<file path="config.mk">
export PLATFORM = sky130hd
export DESIGN_NAME = matrix_key_scanner
export DESIGN_NICKNAME = d
export VERILOG_FILES = /design/src/rtl/matrix_key_scanner_pkg.sv /design/src/rtl/scan_tick_gen.sv /design/src/rtl/matrix_key_scanner.sv
export SDC_FILE = /design/constraint.sdc
export NUM_CORES = 1
export LEC_CHECK = 0
export CORE_ASPECT_RATIO = 1.75
export CORE_MARGIN = 1.5
export CORE_UTILIZATION = 39
export DETAILED_ROUTE_END_ITERATION = 10
export PLACE_DENSITY = 0.64
export SLEW_MARGIN = 10
export SYNTH_ARGS = -nofsm -noshare
export SYNTH_HDL_FRONTEND = slang
export SYNTH_SLANG_ARGS = --single-unit
</file>
<file path="constraint.sdc">
create_clock -name clk_50M -period 2.1 [get_ports clk_50M]
set_clock_uncertainty 0.05 [all_clocks]
set_input_delay 0.42 -clock clk_50M [delete_from_list [all_inputs] [get_ports clk_50M]]
set_output_delay 0.42 -clock clk_50M [all_outputs]
set_load 0.1 [all_outputs]
</file>
<file path="src/rtl/matrix_key_scanner_pkg.sv">
// Shared definitions for the 4x4 key matrix scanner: FSM state encodings,
// matrix geometry and small decode helpers.
package matrix_key_scanner_pkg;

  typedef enum logic [1:0] {
    StScan     = 2'd0,
    StDebounce = 2'd1,
    StPressed  = 2'd2,
    StRelease  = 2'd3
  } key_state_e;

  localparam int unsigned Rows = 4;
  localparam int unsigned Cols = 4;
  localparam logic [Cols-1:0] NoKey = 4'hF;

  // Index of the lowest active-low column; 0 when none is low.
  function automatic logic [1:0] lowest_low_col(input logic [Cols-1:0] col);
    lowest_low_col = 2'd0;
    for (int i = Cols - 1; i >= 0; i--) begin
      if (!col[i]) lowest_low_col = 2'(i);
    end
  endfunction

  // Active-low one-hot row drive for row index r.
  function automatic logic [Rows-1:0] row_drive(input logic [1:0] r);
    row_drive = ~(4'b0001 << r);
  endfunction

endpackage

</file>
<file path="src/rtl/scan_tick_gen.sv">
// Free-running divider producing a one-cycle scan tick every CLK_DIV clocks.
// The count restarts at zero on synchronous reset.
module scan_tick_gen
  import matrix_key_scanner_pkg::*;
#(
  parameter int unsigned CLK_DIV = 50000
) (
  input  logic clk_50M,
  input  logic rst,
  output logic tick
);

  localparam int unsigned CntW = (CLK_DIV > 1) ? $clog2(CLK_DIV) : 1;
  localparam logic [CntW-1:0] LastCnt = CntW'(CLK_DIV - 1);

  logic [CntW-1:0] cnt_q;

  // Divider counter, wraps after the tick cycle.
  always_ff @(posedge clk_50M) begin
    if (rst) begin
      cnt_q <= '0;
    end else if (cnt_q == LastCnt) begin
      cnt_q <= '0;
    end else begin
      cnt_q <= cnt_q + 1'b1;
    end
  end

  assign tick = (cnt_q == LastCnt);

endmodule

</file>
<file path="src/rtl/matrix_key_scanner.sv">
// 4x4 active-low key matrix scanner: walks the rows on each scan tick,
// debounces the first low column found and reports one key code per press.
// Optional auto-repeat while held is enabled by defining KEY_REPEAT_EN.
module matrix_key_scanner
  import matrix_key_scanner_pkg::*;
#(
  parameter int unsigned CLK_DIV        = 50000,
  parameter int unsigned DEBOUNCE_TICKS = 10,
  parameter int unsigned REPEAT_TICKS   = 500
) (
  input  logic       clk_50M,
  input  logic       rst,
  input  logic [3:0] COL,
  output logic [3:0] ROW,
  output logic [3:0] key_code,
  output logic       key_valid,
  output logic       key_held
);

  localparam int unsigned DbW = $clog2(DEBOUNCE_TICKS + 1);
  localparam logic [DbW-1:0] DbLast = DbW'(DEBOUNCE_TICKS);
  localparam logic [DbW-1:0] DbOne  = DbW'(1);

  logic            tick;
  logic [3:0]      col_meta_q, col_s_q;
  key_state_e      state_q, state_d;
  logic [1:0]      r_q, r_d;
  logic [1:0]      c_q, c_d;
  logic [DbW-1:0]  cnt_q, cnt_d;
  logic [3:0]      code_q, code_d;
  logic            valid_q, valid_d;
  logic [1:0]      det_col;
  logic            col_up;

`ifdef KEY_REPEAT_EN
  localparam int unsigned RepW = $clog2(REPEAT_TICKS + 1);
  localparam logic [RepW-1:0] RepLast = RepW'(REPEAT_TICKS);
  logic [RepW-1:0] rep_q, rep_d;
`else
  logic unused_repeat;
  assign unused_repeat = (REPEAT_TICKS != 0);
`endif

  scan_tick_gen #(
    .CLK_DIV(CLK_DIV)
  ) u_tick (
    .clk_50M(clk_50M),
    .rst    (rst),
    .tick   (tick)
  );

  // Two-flop synchroniser for the asynchronous column inputs.
  always_ff @(posedge clk_50M) begin
    if (rst) begin
      col_meta_q <= NoKey;
      col_s_q    <= NoKey;
    end else begin
      col_meta_q <= COL;
      col_s_q    <= col_meta_q;
    end
  end

  assign det_col = lowest_low_col(col_s_q);
  assign col_up  = col_s_q[c_q];

  // State, row index, latched key, counters and output registers.
  always_ff @(posedge clk_50M) begin
    if (rst) begin
      state_q <= StScan;
      r_q     <= 2'd0;
      c_q     <= 2'd0;
      cnt_q   <= '0;
      code_q  <= 4'd0;
      valid_q <= 1'b0;
`ifdef KEY_REPEAT_EN
      rep_q   <= '0;
`endif
    end else begin
      state_q <= state_d;
      r_q     <= r_d;
      c_q     <= c_d;
      cnt_q   <= cnt_d;
      code_q  <= code_d;
      valid_q <= valid_d;
`ifdef KEY_REPEAT_EN
      rep_q   <= rep_d;
`endif
    end
  end

  // Next-state logic; everything advances on tick cycles only.
  always_comb begin
    state_d = state_q;
    r_d     = r_q;
    c_d     = c_q;
    cnt_d   = cnt_q;
    code_d  = code_q;
    valid_d = 1'b0;
`ifdef KEY_REPEAT_EN
    rep_d   = rep_q;
`endif
    if (tick) begin
      unique case (state_q)
        StScan: begin
          if (col_s_q == NoKey) begin
            r_d = r_q + 2'd1;
          end else begin
            c_d   = det_col;
            cnt_d = DbOne;
            if (DEBOUNCE_TICKS == 1) begin
              // A single agreeing tick is enough: accept on detection.
              state_d = StPressed;
              code_d  = {r_q, det_col};
              valid_d = 1'b1;
`ifdef KEY_REPEAT_EN
              rep_d   = '0;
`endif
            end else begin
              state_d = StDebounce;
            end
          end
        end
        StDebounce: begin
          if (!col_up) begin
            cnt_d = cnt_q + 1'b1;
            if (cnt_d == DbLast) begin
              state_d = StPressed;
              code_d  = {r_q, c_q};
              valid_d = 1'b1;
`ifdef KEY_REPEAT_EN
              rep_d   = '0;
`endif
            end
          end else begin
            state_d = StScan;
            r_d     = r_q + 2'd1;
          end
        end
        StPressed: begin
          if (col_up) begin
            cnt_d = DbOne;
            if (DEBOUNCE_TICKS == 1) begin
              state_d = StScan;
              r_d     = r_q + 2'd1;
            end else begin
              state_d = StRelease;
            end
          end else begin
`ifdef KEY_REPEAT_EN
            rep_d = rep_q + 1'b1;
            if (rep_d == RepLast) begin
              valid_d = 1'b1;
              rep_d   = '0;
            end
`endif
          end
        end
        StRelease: begin
          if (col_up) begin
            cnt_d = cnt_q + 1'b1;
            if (cnt_d == DbLast) begin
              state_d = StScan;
              r_d     = r_q + 2'd1;
            end
          end else begin
            // Release bounce: back to held without a new pulse.
            state_d = StPressed;
`ifdef KEY_REPEAT_EN
            rep_d   = '0;
`endif
          end
        end
        default: state_d = StScan;
      endcase
    end
  end

  assign ROW       = row_drive(r_q);
  assign key_code  = code_q;
  assign key_valid = valid_q;
  assign key_held  = (state_q == StPressed) || (state_q == StRelease);

endmodule

</file>
==> impl_metrics.json, run 1 <==
{
  "clkSinkCount": 39,
  "clockBufferDepth": 2,
  "path_buf_inv": 0,
  "powerDensity_nw_per_um2": 626,
  "status": "completed",
  "netlist_area_sq_um": 1890,
  "sw_frac_of_total_pct": 21.2,
  "dr.pass1.iters": 4,
  "drive_above_1_share_pct": 19.4,
  "synth_seq_cells": 39,
  "netlist_instances": 209,
  "setup_tns_ns": 0,
  "drt_iter0_markers": 26,
  "ys_seq_area_share_pct": 41.3,
  "fmax_mhz": 515,
  "dp_hpwl_mm": 2.80,
  "numCtsBuffers": 5,
  "power_frac_seq_pct": 52.8,
  "dpl_cell_area_sq_um": 2180,
  "antenna_found_initial": 0,
  "finalMaxSlewViolations": 0,
  "detail_route.vias_per_cell": 5.34,
  "switchingPower_uw": 304,
  "dp_slack_ns": 0.158,
  "startpoint_type": "flip-flop",
  "path_delay_family": "compound AO/OA/AOI/OAI gates",
  "io_pins": 16,
  "ant_nets": 0,
  "drc": 0,
  "grt_pass1_vias": 1491,
  "fillers": 435,
  "rsz0062_at_grt": "false",
  "nets": 244,
  "core.rowCount": 33,
  "fin_crit_sh_pct": 92.4,
  "synth-xor-area-share_pct": 5.56,
  "slowest_delay_ns": 0.42,
  "ys_async_sr_fraction_pct": 0,
  "pwr-share-clk_pct": 43.5,
  "path_clk_slew_ns": 0.08,
  "die_h_um": 95.1,
  "grt_overflow_total": 0,
  "cp_max_fo": 6,
  "hp-class": "flip-flop to flip-flop",
  "ys_types": 43,
  "slowest_stage": "dfxtp_1",
  "finalHoldViolCount": 0,
  "combPwrFrac_pct": 3.8,
  "cellLeakagePower_uw": 0.000855,
  "muxShareOfSynthArea_pct": 5.36,
  "initial_core_util_pct": 40.5,
  "holdBufCountCts": 0,
  "synth_compound_area_share_pct": 9.21,
  "path_class": "flip-flop to flip-flop",
  "finalInstanceArea_sq_um": 2290,
  "clk_root_buffer_cell": "clkbuf_8",
  "wl_per_cell_um": 13.0,
  "core_sq_um": 4670,
  "cellInternalPower_uw": 1130,
  "dieArea_sq_um": 5290,
  "synth_top_flop_cell": "dfxtp_1",
  "grt_max_degree": 17,
  "cp-end-kind": "flip-flop",
  "synth_fa_ha_area_share_pct": 4.64,
  "grt_pass1_wl_mm": 6.33,
  "layout-area-overhead-vs-synth_pct": 21.4,
  "postCtsResizedCells": 0,
  "die_w_um": 55.6,
  "yosys_warnings": 0,
  "gp_congestion": 0.844,
  "synth_top_family_by_area": "simple AND/OR/NAND/NOR gates",
  "cts_tree": "yes",
  "period_needed_ns": 1.94,
  "synth.net_count": 222,
  "setup_viol": 0,
  "cp_cell_sequence": "ha_1 > and2_1 > a21oi_1 > o22a_1 > a211oi_1 > mux2_2",
  "clock_latency_ns": 0.29,
  "io_buffers": 15,
  "fin_ws_ns": 0.159,
  "h-tree-depth": 2,
  "wl_mm": 3.69,
  "synth_edf_count": 0,
  "worst_pin_slew_ns": 0.532,
  "worstPathArrival_ns": 2.08,
  "drv_cap": 0,
  "maxSlewHeadroom_pct": 64.3,
  "synthSimpleGateAreaFrac_pct": 29.4,
  "antenna_cells": 0,
  "irDropWorstVdd_mv": 0.490,
  "postSynthAreaPerCell_sq_um": 9.04,
  "cts_setup_buffers": 0,
  "required_ns": 2.24,
  "num_vias": 1516,
  "grtUsageTotal_pct": 15.2
}
==> worst paths after layout <==
path	start	to	slack [ns]	cells after the start
setup / recovery	cnt_q[0]	r_q[0]	0.16	6
hold / removal	col_meta_q[2]	col_s_q[2]	0.36	1
setup reg to reg	cnt_q[0]	r_q[0]	0.16	6
hold reg to reg	col_meta_q[2]	col_s_q[2]	0.36	1
==> cell type report <==
type	instances	area [sq um]	share of cell area [%]
multi-input combinational	148	1020	44.6
sequential	39	781	34.0
clock buffer	5	68.8	3.00
inverter	11	41.3	1.80
clock inverter	3	43.8	1.91
tap	52	65.1	2.84
timing repair buffer	26	270	11.8
==> cells by family after synthesis <==
family,count (synthesis)
xor+xnor,12
fa+ha+maj,7
flops,39
compound gates,28
simple gates,91
buf+inv,22
mux,10
==> sequential cells by signal (all words and copies together) (netlist names), named ones only <==
signal / cells
state_q: 1
col_meta_q: 4
u_tick.cnt_q: 16
col_s_q: 4
c_q: 2
key_valid: 1
r_q: 2
key_code: 4
cnt_q: 4
==> placed cells by master, fill, tap and decap left out, types with 8 or more instances in the layout <==
cell type  synthesis  final
nor2_1            23     23
inv_1             11     11
a21oi_1           10     10
dfxtp_1           39     39
nand4_1            9      9
xor2_1             8      8
or2_2              9      9
buf_4              0     16
nand2_1            9      9
mux2i_1            9      9
==> through the flow <==
stage                     total power [uW]  instances  hold slack, ns  utilization [%]
final                                 1440        284           0.361             49.2
after global routing                  1490        284           0.377             49.2
after CTS                             1460        284           0.362             49.2
after detailed placement               830        276           0.342             46.7
after global placement                 830        276           0.341             46.7
after floorplan                        810        209           0.339                -
==> cell usage after synthesis (all sizes together) (2+ instances only) <==
library cell  number  area (sq um)
clkbuf             9          33.8
nand4             10          77.6
ha                 7          87.6
nand3b             3          22.5
xnor2              4          35.0
inv               11          41.3
and3               3          18.8
nor4               3          25.0
or2               10          62.6
nor4b              2          32.5
and2               2          12.5
nand3              5          25.0
a31oi              2          12.5
xor2               8          70.1
nand2b             6          37.5
mux2i              9          90.1
buf                2          10.0
and4               2          17.5
or3                3          18.8
o21ai              4          20.0
nor2              23          86.3
a21oi             10          50.1
o31ai              4          30.0
dfxtp             39           781
a211oi             3          22.5
and4bb             2          25.0
nand2              9          33.8
nor3               3          15.0
==> metal layers <==
metal | part of all wire [%] | vias up | GRT usage [%]
li1 | - | 775 | -
met1 | 39 | 718 | 13.9
met2 | 57 | 18 | 30.9
met3 | 2.2 | 5 | 2.85
met4 | 2.0 | 0 | 7.72
met5 | 0 | - | 0
==> power groups by stage <==
stage	Sequential [uW]	Clock, uW	Combinational (uW)
2_1_floorplan	773	0	36.7
3_3_place_gp	774	0	55.5
3_5_place_dp	775	0	55.2
4_1_cts	757	646	55.3
5_1_grt	759	671	61.6
6_report	757	624	54.3
Power figures use the tool's default switching activity.
==> run 2, diff against run 1 <==
--- a/config.mk
+++ b/config.mk
@@ -9,7 +9,9 @@
 export CORE_MARGIN = 1.5
 export CORE_UTILIZATION = 39
 export DETAILED_ROUTE_END_ITERATION = 10
+export GPL_ROUTABILITY_DRIVEN = 0
 export PLACE_DENSITY = 0.64
+export SKIP_CTS_REPAIR_TIMING = 1
 export SLEW_MARGIN = 10
 export SYNTH_ARGS = -nofsm -noshare
 export SYNTH_HDL_FRONTEND = slang
==> results of run 2 <==
The final DEF is identical to that of run 1; final timing and power are the same.
==> run 3, diff against run 2 <==
--- a/config.mk
+++ b/config.mk
@@ -10,7 +10,7 @@
 export CORE_UTILIZATION = 39
 export DETAILED_ROUTE_END_ITERATION = 10
 export GPL_ROUTABILITY_DRIVEN = 0
-export PLACE_DENSITY = 0.64
+export PLACE_DENSITY = 0.57
 export SKIP_CTS_REPAIR_TIMING = 1
 export SLEW_MARGIN = 10
 export SYNTH_ARGS = -nofsm -noshare
==> impl_metrics.json, run 3 (synthesis results as in run 1) <==
{
  "core_sq_um": 4670,
  "fmax_mhz": 513,
  "hp-class": "flip-flop to flip-flop",
  "die_h_um": 95.1,
  "fin_crit_sh_pct": 92.9,
  "antenna_cells": 0,
  "wl_per_cell_um": 13.1,
  "drv_cap": 0,
  "cp_cell_sequence": "ha_1 > and2_1 > a21oi_1 > o22a_1 > a211oi_2 > mux2_2",
  "ant_nets": 0,
  "rsz0062_at_grt": "false",
  "detail_route.vias_per_cell": 5.26,
  "busiest_layer": "met2",
  "cts_tree": "yes",
  "wl_mm": 3.68,
  "finalInstanceArea_sq_um": 2280,
  "grt_max_degree": 17,
  "powerDensity_nw_per_um2": 643,
  "use_met3_pct": 3.26,
  "clockBufferDepth": 2,
  "io_pins": 16,
  "dr.pass1.iters": 4,
  "fillers": 472,
  "h-tree-depth": 2,
  "cellLeakagePower_uw": 0.000842,
  "finalHoldViolCount": 0,
  "worst_pin_slew_ns": 0.525,
  "grt_pass1_wl_mm": 6.11,
  "slowest_delay_ns": 0.42,
  "core.rowCount": 33,
  "clock_latency_ns": 0.30,
  "largest_reg_flops": 16,
  "clk_root_buffer_cell": "clkbuf_8",
  "drt_iter0_markers": 22,
  "num_vias": 1479,
  "cp_max_fo": 6,
  "grt_overflow_total": 0,
  "use_met2_pct": 28.4,
  "dp_hpwl_mm": 2.74,
  "irDropWorstVdd_mv": 0.431,
  "layout-area-overhead-vs-synth_pct": 20.8,
  "dieArea_sq_um": 5290,
  "finalMaxSlewViolations": 0,
  "startpoint_type": "flip-flop",
  "worstPathArrival_ns": 2.08,
  "drive_above_1_share_pct": 19.2,
  "initial_core_util_pct": 40.5,
  "dpl_cell_area_sq_um": 2160,
  "largest-register": "u_tick.cnt_q",
  "clkSinkCount": 39,
  "status": "completed",
  "io_buffers": 15,
  "grt_pass1_vias": 1389,
  "dp_slack_ns": 0.0578,
  "maxSlewHeadroom_pct": 64.8,
  "setup_tns_ns": 0,
  "nets": 241,
  "path_clk_slew_ns": 0.09,
  "antenna_found_initial": 0,
  "numCtsBuffers": 5,
  "final_common_cell": "dfxtp_1",
  "setup_viol": 0,
  "drc": 0,
  "grtUsageTotal_pct": 15.0,
  "met1_usage_pct": 15.1,
  "period_needed_ns": 1.95,
  "cp-end-kind": "flip-flop",
  "path_class": "flip-flop to flip-flop",
  "slowest_stage": "dfxtp_1",
  "die_w_um": 55.6,
  "required_ns": 2.23,
  "final_cell_mix": "dfxtp_1, nor2_1, buf_4",
  "fin_ws_ns": 0.150
}
## run 3: cell count changes in the layout (fill, tap and decap cells not counted), sizes merged
cell    before  now
buf         21   18
clkbuf       5    6
clkinv       2    1
## run 3: area by class of cell
| cell class | count | area, sq um | area share [%] |
|---|---|---|---|
| Clock buffer | 6 | 82.6 | 3.62 |
| Clock inverter | 2 | 35.0 | 1.54 |
| Multi-Input combinational cell | 148 | 1030 | 45.1 |
| Sequential cell | 39 | 781 | 34.2 |
| Inverter | 11 | 41.3 | 1.81 |
| Timing Repair Buffer | 23 | 248 | 10.9 |
| Tap cell | 52 | 65.1 | 2.85 |
## run 3: layer usage
layer  wire length, um  vias up
met5                 0        -
met4                84        0
met3                87        7
met2              2050       19
met1              1460      688
li1                  -      765
## run 3: where the power goes
group          total (uW)  switching (uW)  internal (uW)
Sequential            757            6.31            751
Clock                 653             269            385
Combinational        56.2            28.7           27.4
Total                1470             304           1160
## run 3: worst max-delay path, delay by kind of cell, from the launching register on
kind	cells	cell delay, ns
adder cells (fa/ha/maj)	1	0.24
flip-flops	1	0.42
AND/OR/NAND/NOR	1	0.14
multiplexers	1	0.36
AO/OA/AOI/OAI	3	0.62
## run 3: worst paths after layout
path	depth (start not counted)	to	start	slack [ns]
max	6	r_q[0]	cnt_q[0]	0.15
min	1	col_s_q[0]	col_meta_q[0]	0.36
max reg2reg	6	r_q[0]	cnt_q[0]	0.15
min reg2reg	1	col_s_q[0]	col_meta_q[0]	0.36
## run 3: metrics by stage
stage	power [uW]	utilization [%]	hold slack (ns)	cells
after global placement	831	46.3	0.345	273
final	1470	48.9	0.360	281
after global routing	1530	48.9	0.378	281
after floorplan	810	-	0.339	209
after detailed placement	831	46.3	0.343	273
after CTS	1490	48.8	0.361	281
